**src/rtl/substate_scheduler_if.sv**
```systemverilog
// Handshake bundle between substate_scheduler and its surroundings: sequence
// request/status on one side, per-child hold/done/result lines on the other.
interface substate_scheduler_if #(
    parameter int NCH = 4
);
    localparam int IDX_W = $clog2(NCH);

    logic             start;
    logic [NCH-1:0]   mask;
    logic [NCH-1:0]   child_done;
    logic [NCH-1:0]   child_out;
    logic [NCH-1:0]   child_hold;
    logic             busy;
    logic [IDX_W-1:0] active_idx;
    logic [NCH-1:0]   result;
    logic             seq_done;
    logic             timeout;

    modport master (
        output start, mask, child_done, child_out,
        input  child_hold, busy, active_idx, result, seq_done, timeout
    );

    modport slave (
        input  start, mask, child_done, child_out,
        output child_hold, busy, active_idx, result, seq_done, timeout
    );
endinterface

```
**src/rtl/substate_scheduler.sv**
```systemverilog
// Parent controller that releases enabled child FSMs one at a time in ascending order.
// Optional per-child watchdog: define SUBSTATE_SCHED_TIMEOUT_EN.
module substate_scheduler #(
    parameter int NCH     = 4,
    parameter int TMO_W   = 8,
    parameter int TMO_MAX = 200
) (
    input logic                 clk,
    input logic                 rst,
    substate_scheduler_if.slave bus
);
    localparam int IDX_W = $clog2(NCH);

    if (NCH < 2 || NCH > 8) begin : g_bad_nch
        $error("substate_scheduler: NCH must be 2..8");
    end
    if (TMO_MAX < 1 || TMO_MAX >= (1 << TMO_W)) begin : g_bad_tmo
        $error("substate_scheduler: TMO_MAX must be 1..2^TMO_W-1");
    end

    typedef enum logic [1:0] {
        S_IDLE,
        S_RUN,
        S_RELEASE,
        S_DONE
    } state_t;

    state_t           r_state, w_state_n;
    logic [IDX_W-1:0] r_idx, w_idx_n;
    logic [NCH-1:0]   r_mask, w_mask_n;
    logic [NCH-1:0]   r_result, w_result_n;
    logic [NCH-1:0]   r_hold, w_hold_n;
    logic             r_busy, w_busy_n;
    logic             r_seq_done, w_seq_done_n;

    logic             w_first_vld, w_next_vld;
    logic [IDX_W-1:0] w_first_idx, w_next_idx;

`ifdef SUBSTATE_SCHED_TIMEOUT_EN
    localparam logic [TMO_W-1:0] TMO_LAST = TMO_W'(TMO_MAX - 1);
    logic [TMO_W-1:0] r_wdog, w_wdog_n;
    logic             r_timeout, w_timeout_n;
`endif

    // Lowest requested child at accept, and next enabled child above the active one.
    always_comb begin
        w_first_vld = 1'b0;
        w_first_idx = '0;
        w_next_vld  = 1'b0;
        w_next_idx  = '0;
        for (int unsigned k = 0; k < NCH; k++) begin
            if (!w_first_vld && bus.mask[k]) begin
                w_first_vld = 1'b1;
                w_first_idx = IDX_W'(k);
            end
            if (!w_next_vld && r_mask[k] && (IDX_W'(k) > r_idx)) begin
                w_next_vld = 1'b1;
                w_next_idx = IDX_W'(k);
            end
        end
    end

    always_comb begin
        w_state_n    = r_state;
        w_idx_n      = r_idx;
        w_mask_n     = r_mask;
        w_result_n   = r_result;
        w_busy_n     = r_busy;
        w_seq_done_n = (r_state == S_DONE);
`ifdef SUBSTATE_SCHED_TIMEOUT_EN
        w_wdog_n     = r_wdog;
        w_timeout_n  = r_timeout;
`endif
        // busy falls together with the end of the seq_done pulse
        if (r_seq_done) begin
            w_busy_n = 1'b0;
        end

        case (r_state)
            S_IDLE: begin
                if (bus.start && !r_busy) begin
                    w_mask_n   = bus.mask;
                    w_result_n = '0;
                    w_busy_n   = 1'b1;
`ifdef SUBSTATE_SCHED_TIMEOUT_EN
                    w_timeout_n = 1'b0;
`endif
                    if (w_first_vld) begin
                        w_state_n = S_RUN;
                        w_idx_n   = w_first_idx;
                    end else begin
                        w_state_n = S_DONE;
                    end
                end
            end
            S_RUN: begin
                if (bus.child_done[r_idx]) begin
                    w_result_n[r_idx] = bus.child_out[r_idx];
                    w_state_n         = S_RELEASE;
                end
`ifdef SUBSTATE_SCHED_TIMEOUT_EN
                else if (r_wdog == TMO_LAST) begin
                    w_result_n[r_idx] = 1'b0;
                    w_timeout_n       = 1'b1;
                    w_state_n         = S_RELEASE;
                end else begin
                    w_wdog_n = r_wdog + TMO_W'(1);
                end
`endif
            end
            S_RELEASE: begin
                if (w_next_vld) begin
                    w_state_n = S_RUN;
                    w_idx_n   = w_next_idx;
                end else begin
                    w_state_n = S_DONE;
                end
            end
            S_DONE: begin
                w_state_n = S_IDLE;
                w_idx_n   = '0;
            end
            default: begin
                w_state_n = S_IDLE;
            end
        endcase

`ifdef SUBSTATE_SCHED_TIMEOUT_EN
        if (w_state_n == S_RUN && r_state != S_RUN) begin
            w_wdog_n = '0;
        end
`endif
        w_hold_n = '1;
        if (w_state_n == S_RUN) begin
            w_hold_n[w_idx_n] = 1'b0;
        end
    end

    always_ff @(posedge clk) begin
        if (rst) begin
            r_state    <= S_IDLE;
            r_idx      <= '0;
            r_mask     <= '0;
            r_result   <= '0;
            r_hold     <= '1;
            r_busy     <= 1'b0;
            r_seq_done <= 1'b0;
`ifdef SUBSTATE_SCHED_TIMEOUT_EN
            r_wdog     <= '0;
            r_timeout  <= 1'b0;
`endif
        end else begin
            r_state    <= w_state_n;
            r_idx      <= w_idx_n;
            r_mask     <= w_mask_n;
            r_result   <= w_result_n;
            r_hold     <= w_hold_n;
            r_busy     <= w_busy_n;
            r_seq_done <= w_seq_done_n;
`ifdef SUBSTATE_SCHED_TIMEOUT_EN
            r_wdog     <= w_wdog_n;
            r_timeout  <= w_timeout_n;
`endif
        end
    end

    assign bus.child_hold = r_hold;
    assign bus.busy       = r_busy;
    assign bus.active_idx = r_idx;
    assign bus.result     = r_result;
    assign bus.seq_done   = r_seq_done;
`ifdef SUBSTATE_SCHED_TIMEOUT_EN
    assign bus.timeout    = r_timeout;
`else
    assign bus.timeout    = 1'b0;
`endif
endmodule

```
**src/flat_wrapper.sv**
```systemverilog
// flat-port wrapper written by rule: the top's interface ports become plain ports
module substate_scheduler_flat 
#(
    parameter int NCH     = 4,
    parameter int TMO_W   = 8,
    parameter int TMO_MAX = 200
)
  (clk, rst, bus_start, bus_mask, bus_child_done, bus_child_out, bus_child_hold, bus_busy, bus_active_idx, bus_result, bus_seq_done, bus_timeout);
  substate_scheduler_if #(.NCH(NCH)) bus_i ();
  input logic clk;
  input logic rst;
  input wire logic [$bits(bus_i.start)-1:0] bus_start;
  input wire logic [$bits(bus_i.mask)-1:0] bus_mask;
  input wire logic [$bits(bus_i.child_done)-1:0] bus_child_done;
  input wire logic [$bits(bus_i.child_out)-1:0] bus_child_out;
  output wire logic [$bits(bus_i.child_hold)-1:0] bus_child_hold;
  output wire logic [$bits(bus_i.busy)-1:0] bus_busy;
  output wire logic [$bits(bus_i.active_idx)-1:0] bus_active_idx;
  output wire logic [$bits(bus_i.result)-1:0] bus_result;
  output wire logic [$bits(bus_i.seq_done)-1:0] bus_seq_done;
  output wire logic [$bits(bus_i.timeout)-1:0] bus_timeout;
  assign bus_i.start = bus_start;
  assign bus_i.mask = bus_mask;
  assign bus_i.child_done = bus_child_done;
  assign bus_i.child_out = bus_child_out;
  assign bus_child_hold = bus_i.child_hold;
  assign bus_busy = bus_i.busy;
  assign bus_active_idx = bus_i.active_idx;
  assign bus_result = bus_i.result;
  assign bus_seq_done = bus_i.seq_done;
  assign bus_timeout = bus_i.timeout;
  substate_scheduler #(.NCH(NCH), .TMO_W(TMO_W), .TMO_MAX(TMO_MAX)) u_core (.clk(clk), .rst(rst), .bus(bus_i));
endmodule
```
**config.mk**
```make
export PLATFORM = sky130hd
export DESIGN_NAME = substate_scheduler_flat
export DESIGN_NICKNAME = d
export VERILOG_FILES = /design/src/rtl/substate_scheduler_if.sv /design/src/rtl/substate_scheduler.sv /design/src/flat_wrapper.sv
export SDC_FILE = /design/constraint.sdc
export NUM_CORES = 1
export LEC_CHECK = 0
export CORE_MARGIN = 1
export CORE_UTILIZATION = 45
export DETAILED_ROUTE_END_ITERATION = 16
export PLACE_DENSITY = 0.78
export SLEW_MARGIN = 20
export SYNTH_ARGS = -nofsm -noshare
export SYNTH_HDL_FRONTEND = slang
export SYNTH_SLANG_ARGS = --single-unit
```
**constraint.sdc**
```tcl
create_clock -name clk -period 1.9 [get_ports clk]
set_input_delay 0.57 -clock clk [delete_from_list [all_inputs] [get_ports clk]]
set_output_delay 0.57 -clock clk [all_outputs]
set_load 0.02 [all_outputs]
```
==> impl_results.md, run 1 <==
* Status: complete, no violations
* # setup viols final at 0
* Cells on worst reg2reg path at 5
* Final Skew at between 0.003 and 0.004 ns
* Post-synthesis mux area share at under 10%
* CTS tree: built
* Die span in y at ~46 um
* CTS buffer count at 3
* Fmax at between 500 and 600 MHz
* Hold-fix buffers, CTS at 0
* Clock Latency Late Sink at around 0.3 ns
* Unique masters post-synth at 40
* Routed vias at about 890
* Root buffer cell: clkbuf_4
* Yosys top cell area share at between 30% and 40%
* Internal power of the cells at 642.5 uW
* Worst EP required at around 2.1 ns
* Sw Share at 33.50%
* Post-Route Utilization at a little over 70%
* DRC errors left at 0
* Critical path's largest stage delay at 0.48 ns
* Max clock buf depth at 2
* Post-synthesis register bit count at 17
* Clock power frac at ~20%
* Setup slack, reg-to-reg at around 0.19 ns
* XOR/XNOR Fraction of Synth Area at 0%
* Largest area contributor in the netlist: dfxtp_1
* Synthesized area at 887.1 um2
* Port Buffer Count at 26
* Post-synthesis simple-gate area fraction at between 30% and 40%
* Post-Syn Instances at roughly 100
* Post-DR vias/cell at 5.585
* Post-synth top cells: dfxtp_1 (17), nor2_1 (11), nand2_1 (8)
* Critical Path Source: bus_start
* RSZ-0062 raised after global routing: no
* Post-synth ARST share at 0%
* Worst Path Arrival at 2.02 ns
* Peak VDD IR at between 0.4 and 0.5 mV
* Count of warnings emitted by yosys at 0
* End of the worst register-to-register path: u_core.bus.result[3]
* Nets at 150
* Initial antenna violation count at 0
* Drt pass-1 iters at 4
* # diodes at 0
* Synthesized net count at roughly 120
* Routed wire per std cell at between 10 and 15 um
* Kind of critical path: in -> reg
* Leak at 0.0005184 uW
* Register area share after synthesis at 38.36%
* Total Die Area at 0.002153 mm2
* Remaining antenna violation count at 0
* Slew Viols, Final at 0
* Synth Flop Type: dfxtp_1
* DP Area at 0.001220 mm2
* Initial DRC count at 16
* Hold Fails Final Rpt at 0
* CTS H-Tree Depth at 1
* Clock-pin slew on the worst setup and hold paths at roughly 0.1 ns
* Die X at around 46 um
* Comb power frac at 35.5%
* Gr ovfl total at 0
* Routed WL at between 2000 and 2500 um
* Crit-path slowest cell: clkdlybuf4s50_1
* Switch Pwr at roughly 320 uW
* Synth Area in Adders at 0%
* Worst setup endpoint: u_core.bus.child_hold[1]
* First-pass GRT wire length at ~3500 um
* Share of cells above drive strength 1 at 20.90%
* Crit. End Element: register
* Largest net degree at the start of global routing at 13
* Initial Util at between 40% and 50%
* Syn avg cell area at slightly below 9 um2
* Boundary Pins at 28
* Clock Sinks at 17
* Period utilization at approximately 98%
* CP Cell Sequence: clkdlybuf4s50_1, or4b_4, o211ai_2, and3_4, nand4b_1
* Overall power at around 970 uW
* Seq pwr share at between 40% and 50%
* Synth Area in Compound Gates at roughly 15%
* Tmin final at 1.854 ns
* Area of the core at 0.001783 mm2
* Row cnt at 15
* Fillers at between 100 and 150
* Final instance area at between 0.001 and 0.0015 mm2
* Area growth, synth to finish at 43.30%
* Vias in the first global route at between 800 and 900
* Post-synth EDFFs at 0
* # Max-Cap Violations at 0
* Worst Hold Class: reg -> reg
* Reg-to-reg startpoint: u_core.r_state[0]
* HPWL Detailed at about 1600 um
* CP startpoint kind: input port
* Routability Congestion at 0.9072
* Top-count cell post-synth: dfxtp_1
* Max Fanout on Critical Path at 5
* Largest cells by area after synthesis: dfxtp_1 (38%), mux2i_1 (5.6%), nor2_1 (4.7%)
* Pwr dens at about 760 mW/mm2
* Largest family of logic cells by synthesized area: simple AND/OR/NAND/NOR gates
* Total track usage at between 20% and 30%
[how the worst min path moves through the flow]
stage,startpoint,endpoint,slack [ns],depth (start not counted)
finish,u_core.r_mask[2],u_core.r_mask[2],0.51,2
global route,u_core.bus.result[3],u_core.bus.result[3],0.56,2
floorplan,u_core.r_mask[2],u_core.r_mask[2],0.46,2
detailed placement,u_core.r_mask[2],u_core.r_mask[2],0.49,2
CTS,u_core.r_mask[2],u_core.r_mask[2],0.52,2
global placement,u_core.bus.result[2],u_core.bus.result[2],0.48,2
[metrics by stage]
step	setup WS (ns)	TNS, ns	hold slack [ns]	std cells
2_1_floorplan	0.1736	0	0.4553	101
3_3_place_gp	-0.3227	-2.711	0.4808	155
3_5_place_dp	-0.3658	-3.206	0.4937	155
4_1_cts	0.002777	0	0.5179	159
5_1_grt	0.008268	0	0.5574	159
6_report	0.04554	0	0.5081	159
[flip-flops by register name, indices dropped and copies added (netlist names)]
register               cells
u_core.bus.active_idx      2
u_core.bus.busy            1
u_core.bus.child_hold      4
u_core.bus.result          4
u_core.bus.seq_done        1
u_core.r_mask              3
u_core.r_state             2
[layout make-up]
| cell class | instances | area (um2) | share of cell area (%) |
|---|---|---|---|
| clock buffer | 3 | 22.52 | 1.772 |
| clock inverter | 1 | 5.005 | 0.3937 |
| inverter | 2 | 7.507 | 0.5906 |
| multi-input combinational | 75 | 510.5 | 40.16 |
| sequential | 17 | 340.3 | 26.77 |
| tap | 25 | 31.28 | 2.461 |
| timing repair buffer | 36 | 354.1 | 27.85 |
[power groups by stage]
stage	clock network, uW	registers [uW]	logic [uW]
floorplan	0	440	195
global placement	0	432	330
detailed placement	0	434	338
CTS	201	425	342
global route	216	432	371
finish	197	426	343
[critical path: cells and delay by family]
family | cells | cell delay (ns)
buffers and inverters | 1 | 0.48
AND/OR/NAND/NOR | 3 | 0.82
AO/OA/AOI/OAI | 1 | 0.14
[cells by family after synthesis]
family | after synthesis
multiplexers | 5
AND/OR/NAND/NOR | 51
buffers and inverters | 9
AO/OA/AOI/OAI | 18
other | 1
flip-flops | 17
[cell usage in the layout (no fill, tap or decap), types with 2 or more instances in the layout]
cell / count
clkdlybuf4s50_1: 19
nor2_1: 11
nor2b_1: 4
nand3_1: 3
dfxtp_1: 17
a31oi_1: 4
dlygate4sd2_1: 3
or2_2: 5
nand4b_1: 4
nand4_1: 3
clkbuf_4: 3
mux2i_1: 5
nand2_1: 8
buf_4: 9
a21oi_1: 2
nand3b_1: 2
inv_1: 2
dlymetal6s2s_1: 4
[what timing repair did]
item                       CTS  global route
setup endpoints to repair    7             5
buffers inserted             0             0
pin swaps                    2             6
gates resized for setup      6             5
[routing by layer]
layer	GRT usage [%]	part of all wire [%]	vias to the layer above
met5	0	0	-
met4	13.53	2.2	0
met3	2.745	6.3	7
met2	39.44	48	36
met1	28.24	43	413
li1	-	-	432
Note: power is estimated with default switching activity, not from simulation.
==> run 2: changes to the inputs <==
- SLEW_MARGIN: 20 -> not set
==> results of run 2 <==
Same layout as run 1: the final DEF is identical, and so are final timing and power.
==> run 3: changes to the inputs <==
- SLEW_MARGIN: not set -> 25
==> results of run 3 <==
Same layout as run 1: the final DEF is identical, and so are final timing and power.
